**config.mk**
```make
export PLATFORM = sky130hd
export DESIGN_NAME = tick_scheduler
export DESIGN_NICKNAME = d
export VERILOG_FILES = /design/src/rtl/tick_scheduler_pkg.sv /design/src/rtl/tick_prescaler.sv /design/src/rtl/tick_scheduler.sv
export SDC_FILE = /design/constraint.sdc
export NUM_CORES = 1
export LEC_CHECK = 0
export BUFFER_PORTS_ARGS = -buffer_cell sky130_fd_sc_hd__clkbuf_2
export CAP_MARGIN = 0
export CORE_AREA = 5 5 142 144
export DETAILED_ROUTE_END_ITERATION = 7
export DIE_AREA = 0 0 147 149
export PLACE_DENSITY_LB_ADDON = 0.08
export SLEW_MARGIN = 10
export SYNTH_ARGS = -nofsm -noshare
export SYNTH_HDL_FRONTEND = slang
export SYNTH_SLANG_ARGS = --single-unit
export TNS_END_PERCENT = 100
```
**constraint.sdc**
```tcl
create_clock -name i_clk -period 7.18 [get_ports i_clk]
set_input_delay 0.718 -clock i_clk [delete_from_list [all_inputs] [get_ports i_clk]]
set_output_delay 0.718 -clock i_clk [all_outputs]
set_load 0.01 [all_outputs]
```
**src/rtl/tick_scheduler_pkg.sv**
```systemverilog
// Shared types and default constants for the tick scheduler.
package tick_scheduler_pkg;

  localparam int unsigned DEF_N_CH     = 4;
  localparam int unsigned DEF_BASE_DIV = 240;
  localparam int unsigned DEF_PER_W    = 16;

  typedef enum logic {
    CFG_IDLE  = 1'b0,
    CFG_APPLY = 1'b1
  } cfg_state_e;

  // Index width that never collapses to zero bits for single-entry ranges.
  function automatic int unsigned idx_w(input int unsigned n);
    return (n > 1) ? $clog2(n) : 1;
  endfunction

endpackage

```
**src/rtl/tick_prescaler.sv**
```systemverilog
// Base-tick prescaler: one-cycle strobe every BASE_DIV clock cycles.
module tick_prescaler
  import tick_scheduler_pkg::*;
#(
  parameter int unsigned BASE_DIV = DEF_BASE_DIV
) (
  input  logic i_clk,
  input  logic i_reset,
  output logic o_tick
);

  localparam int unsigned CNT_W = idx_w(BASE_DIV);

  logic [CNT_W-1:0] cnt_q, cnt_d;
  logic             tick_q, tick_d;
  logic             wrap;

  assign wrap = (cnt_q == CNT_W'(BASE_DIV - 1));

  always_comb begin
    cnt_d  = wrap ? '0 : cnt_q + CNT_W'(1);
    tick_d = wrap;
  end

  always_ff @(posedge i_clk) begin
    if (i_reset) begin
      cnt_q  <= '0;
      tick_q <= 1'b0;
    end else begin
      cnt_q  <= cnt_d;
      tick_q <= tick_d;
    end
  end

  assign o_tick = tick_q;

endmodule

```
**src/rtl/tick_scheduler.sv**
```systemverilog
// Periodic event scheduler: per-channel base-tick dividers, pending/overrun
// tracking, round-robin arbitration into a registered output slot.
module tick_scheduler
  import tick_scheduler_pkg::*;
#(
  parameter  int unsigned N_CH     = DEF_N_CH,
  parameter  int unsigned BASE_DIV = DEF_BASE_DIV,
  parameter  int unsigned PER_W    = DEF_PER_W,
  localparam int unsigned CH_W     = idx_w(N_CH)
) (
  input  logic             i_clk,
  input  logic             i_reset,
  input  logic             i_cfg_valid,
  output logic             o_cfg_ready,
  input  logic [CH_W-1:0]  i_cfg_ch,
  input  logic [PER_W-1:0] i_cfg_period,
  output logic             o_base_tick,
  output logic             o_evt_valid,
  output logic [CH_W-1:0]  o_evt_ch,
  input  logic             i_evt_ready,
  output logic [N_CH-1:0]  o_overrun
);

  logic base_tick;

  tick_prescaler #(
    .BASE_DIV (BASE_DIV)
  ) u_prescaler (
    .i_clk   (i_clk),
    .i_reset (i_reset),
    .o_tick  (base_tick)
  );

  assign o_base_tick = base_tick;

  // Config FSM: accept one request, apply it on the following cycle.
  cfg_state_e       state_q, state_d;
  logic             cfg_ready_q, cfg_ready_d;
  logic [CH_W-1:0]  cap_ch_q, cap_ch_d;
  logic [PER_W-1:0] cap_per_q, cap_per_d;
  logic             cfg_accept;

  assign cfg_accept = i_cfg_valid & cfg_ready_q;

  always_comb begin
    state_d   = state_q;
    cap_ch_d  = cap_ch_q;
    cap_per_d = cap_per_q;
    case (state_q)
      CFG_IDLE: begin
        if (cfg_accept) begin
          state_d   = CFG_APPLY;
          cap_ch_d  = i_cfg_ch;
          cap_per_d = i_cfg_period;
        end
      end
      CFG_APPLY: state_d = CFG_IDLE;
      default:   state_d = CFG_IDLE;
    endcase
    cfg_ready_d = (state_d == CFG_IDLE);
  end

  always_ff @(posedge i_clk) begin
    if (i_reset) begin
      state_q     <= CFG_IDLE;
      cfg_ready_q <= 1'b0;
      cap_ch_q    <= '0;
      cap_per_q   <= '0;
    end else begin
      state_q     <= state_d;
      cfg_ready_q <= cfg_ready_d;
      cap_ch_q    <= cap_ch_d;
      cap_per_q   <= cap_per_d;
    end
  end

  assign o_cfg_ready = cfg_ready_q;

  // Channel array state.
  logic [PER_W-1:0] per_q [N_CH];
  logic [PER_W-1:0] per_d [N_CH];
  logic [PER_W-1:0] cnt_q [N_CH];
  logic [PER_W-1:0] cnt_d [N_CH];
  logic [N_CH-1:0]  pend_q, pend_d;
  logic [N_CH-1:0]  ovr_q, ovr_d;
  logic [N_CH-1:0]  fire, apply, req, grant;

  always_comb begin
    fire  = '0;
    apply = '0;
    for (int unsigned i = 0; i < N_CH; i++) begin
      apply[i] = (state_q == CFG_APPLY) && (cap_ch_q == CH_W'(i));
      fire[i]  = base_tick && (per_q[i] != '0) &&
                 (cnt_q[i] == per_q[i] - PER_W'(1));
    end
  end

  // A channel being reconfigured drops its pending event instead of granting it.
  assign req = pend_q & ~apply;

  // Output slot and round-robin arbiter.
  logic            evt_valid_q, evt_valid_d;
  logic [CH_W-1:0] evt_ch_q, evt_ch_d;
  logic [CH_W-1:0] rr_q, rr_d;
  logic            slot_load;
  logic            found;
  logic [CH_W-1:0] win;
  logic [CH_W-1:0] srch;

  assign slot_load = !evt_valid_q || i_evt_ready;

  always_comb begin
    found = 1'b0;
    win   = '0;
    srch  = '0;
    for (int unsigned k = 0; k < N_CH; k++) begin
      srch = CH_W'((32'(rr_q) + 32'd1 + k) % N_CH);
      if (!found && req[srch]) begin
        found = 1'b1;
        win   = srch;
      end
    end
    grant = '0;
    if (slot_load && found) grant[win] = 1'b1;
  end

  always_comb begin
    evt_valid_d = evt_valid_q;
    evt_ch_d    = evt_ch_q;
    rr_d        = rr_q;
    if (slot_load) begin
      evt_valid_d = found;
      if (found) begin
        evt_ch_d = win;
        rr_d     = win;
      end
    end
  end

  // Per-channel next state; apply dominates fire, fire dominates grant-clear.
  always_comb begin
    pend_d = pend_q;
    ovr_d  = ovr_q;
    for (int unsigned i = 0; i < N_CH; i++) begin
      per_d[i] = per_q[i];
      cnt_d[i] = cnt_q[i];
      if (apply[i]) begin
        per_d[i]  = cap_per_q;
        cnt_d[i]  = '0;
        pend_d[i] = 1'b0;
        ovr_d[i]  = 1'b0;
      end else begin
        if (base_tick && (per_q[i] != '0)) begin
          cnt_d[i] = fire[i] ? '0 : cnt_q[i] + PER_W'(1);
        end
        if (fire[i]) begin
          pend_d[i] = 1'b1;
          if (pend_q[i] && !grant[i]) ovr_d[i] = 1'b1;
        end else if (grant[i]) begin
          pend_d[i] = 1'b0;
        end
      end
    end
  end

  always_ff @(posedge i_clk) begin
    if (i_reset) begin
      for (int unsigned i = 0; i < N_CH; i++) begin
        per_q[i] <= '0;
        cnt_q[i] <= '0;
      end
      pend_q      <= '0;
      ovr_q       <= '0;
      evt_valid_q <= 1'b0;
      evt_ch_q    <= '0;
      rr_q        <= CH_W'(N_CH - 1);
    end else begin
      for (int unsigned i = 0; i < N_CH; i++) begin
        per_q[i] <= per_d[i];
        cnt_q[i] <= cnt_d[i];
      end
      pend_q      <= pend_d;
      ovr_q       <= ovr_d;
      evt_valid_q <= evt_valid_d;
      evt_ch_q    <= evt_ch_d;
      rr_q        <= rr_d;
    end
  end

  assign o_evt_valid = evt_valid_q;
  assign o_evt_ch    = evt_ch_q;
  assign o_overrun   = ovr_q;

endmodule

```
---- After elaboration in Yosys (flattened, before gate mapping) ----
Memory sizes are Yosys's and may differ from the RTL's.
Cells that the tools add are included.
operators by class
  bitwise gates (word level) .............. 13
  reduce and logical (&&, ||, !) cells .... 50
  $add $sub $neg .......................... 13
  multiplexer cells ....................... 56
  eq/ne operators ......................... 8
  order comparisons ....................... 6
operators with widths
  cell                                                                          count
  16-bit two-way mux                                                            24
  16-bit by 1-bit adder with 16-bit output, second input constant               4
  16-bit == test                                                                4
  16-bit nonzero test                                                           4
  16-bit by 1-bit subtractor with 16-bit output, second input constant          4
  1-bit logical AND                                                             21
  1-bit two-way mux                                                             21
  2-bit by 3-bit less-than comparator with 1-bit output, second input constant  5
  2-bit AND reduction                                                           6
  2-bit OR reduction                                                            5
  8-bit by 1-bit adder with 8-bit output, second input constant                 1
  1-bit binary-select mux with 2-bit select                                     4
  8-bit == test, second input constant                                          1
  1-bit zero test                                                               8
  2-bit two-way mux                                                             4
  1-bit OR                                                                      8
  2-bit nonzero test                                                            4
  2-bit by 1-bit adder with 2-bit output, second input constant                 2
  2-bit adder, second input constant                                            2
  4-bit bitwise AND                                                             1
  2-bit == test, second input constant                                          2
  4-bit two-way mux                                                             1
  4-bit inverter                                                                1
  1-bit demux with 2-bit select                                                 1
  7 further kinds                                                               8
word-level totals
  output and inout port bits .............. 9
  memories kept ........................... 2
  bits of input ports ..................... 22
  register bits ........................... 42
  word-level logic and storage cells ...... 165
  bits in writable memories ............... 128
memory list
  name   depth  width  read ports  clocked after Yosys merged registers in  write ports  RTL line              RTL
  cnt_q  4      16     4           0                                        4            tick_scheduler.sv:82  logic [PER_W-1:0] cnt_q [N_CH];
  per_q  4      16     4           0                                        4            tick_scheduler.sv:80  logic [PER_W-1:0] per_q [N_CH];

---- Logic depth before layout (Yosys ltp) ----
  depth after elaboration ................. 24
  gate-level depth with buffers ........... 12
  mapped depth without buffers ............ 9

---- Modules after synthesis ----
A second synthesis with hierarchy kept.
second synthesis, totals
  cells, all modules ...................... 1121
  area, all modules ....................... 9088.7 µm²
modules (own cells, without submodules)
  module          times used  seq. area each (µm²)  area each (µm²)  cells an instance
  tick_scheduler  1           3223.1                8728.4           1083
  tick_prescaler  1           180.2                 360.3            38

---- Least setup slack after synthesis ----
OpenSTA, ideal clock, no wires.
  path type ............................... register -> register
  start point ............................. memory per_q[0][0] in the netlist's numbering
  end point ............................... memory cnt_q[0][10] in the netlist's numbering
  arrival time ............................ 2.431 ns
  slack ................................... 4.634 ns
  clock period less this slack ............ 2.546 ns
  stages on the path, launching flop included .. 11
  required time ........................... 7.065 ns
  buffers on the path ..................... 1
  setup time .............................. 0.115 ns
  cell sequence ........................... dfxtp_1 -> inv_1 -> ha_1 -> or4b_1 -> or3_1 -> a21oi_1 -> nand4_1 -> or4_4 -> nand2_4 -> buf_6 -> nor2_1
RTL lines
  element             RTL line
  start: declaration  tick_scheduler.sv:80
  end: declaration    tick_scheduler.sv:82

==> impl_summary.md <==
Power and ir drop
Across the VDD grid, the largest voltage drop is between 150 and 200 µV. The internal power is 0.001560 W. Power spread over the standard cell area amounts to 198.9 nW/µm². Of the total power, combinational logic draws 2.8%. Per report_power, the sequential group accounts for 48.5% of the total. The clock network accounts for 48.7% of the total power. The fraction of power spent switching nets is 21.72%. The cell leakage power is ~3.7 nW. For this design the total switching power over the nets is 0.0004328 W.

STA
Setup violations remaining at the end of the flow were counted as 0. The worst slew slack as a fraction of its limit is a little under a quarter. Between clock sinks in the finished design, the worst skew comes to roughly 13 ps. The number of max-slew violations in the final report is 0. After layout, the worst path uses 40.51% of the clock period. Adding up every negative setup slack in the final design gives 0 ps. Based on the critical path, the design can be clocked at up to 343.8 MHz. The final count of hold timing violations was 0. The actual transition at the worst max-transition pin is about 1100 ps. The time the final worst path needs with I/O delays and setup is 2909 ps.

Setup repair after global routing left no endpoint under its margin.

Place
The placer's final routability congestion estimate is around 0.88. The wire-length estimate of the detail-placed layout is 15.75 mm. The number of cells in the design after placement is 1343.

The number of buffers inserted by port buffering is 30.

Logic synthesis
The sequential cell area fraction in the yosys report is 37.07%. The share of Yosys cell area claimed by the top area cell type is 37.07%. The number of enable flip-flop cells after synthesis is 0.

For this run, the leading register cell type out of synthesis is dfxtp_1. Yosys attributes the largest share of cell area to dfxtp_1, nand2_1, xnor2_1. The cell area after synthesis is around 9000 µm². The flop and latch count out of synthesis is 170.

Synthesis produced a netlist with a net count of around 1200. The fraction of synthesis flops using an asynchronous set or reset pin is 0%. After synthesis, the mean cell area works out to 8.124 µm². The largest total area in the synthesized netlist belongs to dfxtp_1. The number of different library cells in the post-synthesis netlist is 83. After technology mapping, the gate count stands at 1130.

The number of synthesis warnings is 0.

Critical path
For this design, the slowest cell found on the critical path is or4_4. The startpoint type of the worst setup path is a register. The critical path buffer and inverter count is 1.

The arrival time at the worst endpoint is ~3200 ps. STA classifies the critical path endpoint as a register. Along the worst path, the maximum fanout reaches 14. The critical path's largest stage delay is 600 ps. The worst setup path is of the register to register kind. Among cell families on the critical path, the largest total delay comes from simple AND/OR/NAND/NOR gates. For flop-to-flop paths, the worst setup slack is roughly 4300 ps. The signal on the critical path passes through inv_1, ha_1, nor3b_1, a31oi_1, a2111oi_0, o211ai_1, or4_4, nand2_2, nor2_1. For the worst setup path, the data required time is 7490 ps.

Layout
Leaving out fill and tap cells, the most frequent cells in the layout are nand2_1, dfxtp_1, nor2_1. The relative area change from synthesis to final layout is 9.105%. Of the cells placed in the final design, the portion with a size suffix greater than 1 is 8.158%.

After filler insertion, the fill cell instance count of the layout stands at 1760. Across the whole layout, storage elements account for 3403 µm². After the last flow step, the layout net total stands at 1163. Leaving out fill and tap cells, the most frequent cell in the layout is nand2_1. Summing all multi-input logic gate instances after layout gives 5456 µm².

The non-filler instance count after layout is around 1400. The antenna diode count is 0.

Global routing
The first global-routing pass estimated 36.65 mm of wire. The pin count of the biggest net entering global routing is 81. The met3 demand-to-capacity share in global routing is under 10%.

The via count of the first global-routing pass was 7106. The routing layer with the top usage in global route is met2. The initial antenna violation count is 0. Across every metal layer, demand over resource in global routing totals around 20%. Global routing used 32.24% of the available met2 tracks. For this run, global-route usage on met1 was measured as 28.76%.

The remaining global-route overflow is 0.

Job
Across the run, the number of max-cap violations was 0.

Floorplanning
The core area is 18580 µm². The area of the die is roughly 22000 µm². Measured along the y axis, the die boundary spans 149 µm. For this configuration, the core starts out at a cell density of 49.41%. The die boundary width is 147 µm. The standard-cell row count is 50. 31 I/O pins were placed.

CTS
In this run, post-CTS repair resized a total of 0 instances. Buffers inserted to repair hold after CTS numbered 0. The number of sinks driven by the clock tree is between 150 and 200. Clock-pin slew was measured on the worst setup and hold paths at 60 ps. The worst-case clock buffer depth is 2. In this run the number of H-tree levels came out at 4. The TritonCTS buffer count is 17.

The clock latency on the worst-skew pair is around 430 ps. The CTS tree is done. The root buffer cell is clkbuf_16.

The buffers inserted during post-CTS setup optimization is 0.

Worst hold path
The min-delay analysis places its worst path in the category register to register.

Detailed routing
The number of optimization iterations in the first detailed-route pass is 5. The initial detailed-routing violation count is 602. In the final routed layout, each cell accounts on average for 16.17 µm. The routed layout has 7707 vias. For this run, design rule violations remaining after detail routing come to 0. The total length of routed wires is 22.21 mm.

The remaining antenna violation count after routing is 0. The via density per instance is 5.609.

Outcome
The run finished with clean final reports.
[final cells by class]
cell class / count / area share [%]
multi-input cells: 887 / 54.48
flip-flops and latches: 170 / 33.98
clock buffers: 19 / 4.422
well taps: 234 / 2.923
repair buffers: 34 / 1.799
clock inverters: 12 / 1.724
inverters: 18 / 0.6746
[worst paths after layout]
path	start	end	depth (start not counted)
max	per_q[1][0]	cnt_q[1][8]	9
min	o_overrun[3]	o_overrun[3]	2
max reg2reg	per_q[1][0]	cnt_q[1][8]	9
min reg2reg	o_overrun[3]	o_overrun[3]	2
[power groups by stage]
stage / clock, W / combinational [W] / sequential (W)
finish: 0.000970 / 0.0000556 / 0.000967
global route: 0.00103 / 0.0000619 / 0.000967
CTS: 0.000991 / 0.0000559 / 0.000966
detailed placement: 0 / 0.0000556 / 0.000988
global placement: 0 / 0.0000559 / 0.000988
floorplan: 0 / 0.0000425 / 0.000979
[per-layer routing]
metal	wire [µm]	share of wire (%)
met3	961	4.3
met4	286	1.3
met1	10950	49
met2	10020	45
met5	0	0
[flip-flops by register name (all words and copies together), names as in the netlist]
register,count
o_overrun,4
per_q,64
cnt_q,64
cap_ch_q,2
cap_per_q,16
u_prescaler.o_tick,1
state_q,1
o_cfg_ready,1
o_evt_ch,2
o_evt_valid,1
rr_q,2
pend_q,4
u_prescaler.cnt_q,8
[metrics by stage]
step | setup slack, ps | utilization (%) | hold slack (ps) | total power [W] | instance area [µm²]
floorplan | 4634 | - | 429.9 | 0.001021 | 9180
global placement | 4314 | 50.59 | 446.6 | 0.001044 | 9400
detailed placement | 4269 | 50.59 | 443.3 | 0.001043 | 9400
CTS | 4258 | 53.91 | 457.4 | 0.002013 | 10020
global route | 4024 | 53.91 | 486.7 | 0.002062 | 10020
finish | 4271 | 53.91 | 454.1 | 0.001992 | 10020
[kinds of logic (layout without fill, tap and decap cells)]
| kind of cell | after synthesis | count (layout) | share of synthesized area [%] |
|---|---|---|---|
| adders and majority gates | 13 | 13 | 1.772 |
| xor gates and xnor gates | 138 | 138 | 13.33 |
| and+or+nand+nor | 534 | 534 | 29.79 |
| DFF | 170 | 170 | 37.07 |
| buffers and inverters | 73 | 83 | 3.544 |
| muxes | 2 | 2 | 0.2317 |
| AOI/OAI and AO/OA | 200 | 200 | 14.26 |
[synthesized netlist by cell type (6+ instances only)]
cell type and n:
ha_1 13, buf_6 6, nand4_1 20, nor4_1 16
and3_1 17, and4_1 12, xor2_1 68, nand3_1 38
xnor2_1 69, clkbuf_1 41, a211oi_1 8, dfxtp_1 170
inv_1 18, o21ai_0 22, nand2_1 181, or3_1 11
a21oi_1 83, a22o_1 19, a31oi_1 9, and2_1 6
nor3_1 24, nor2b_1 11, nand2b_1 19, nor2_1 118
nand3b_1 10
[worst register-to-register path, cell delays in order (launching register included)]
cell and delay, ps:
dfxtp_1 360, inv_1 110, ha_1 220, nor3b_1 470
a31oi_1 170, a2111oi_0 370, o211ai_1 160, or4_4 600
nand2_2 250, nor2_1 90
(Power assumes the default switching activity.)
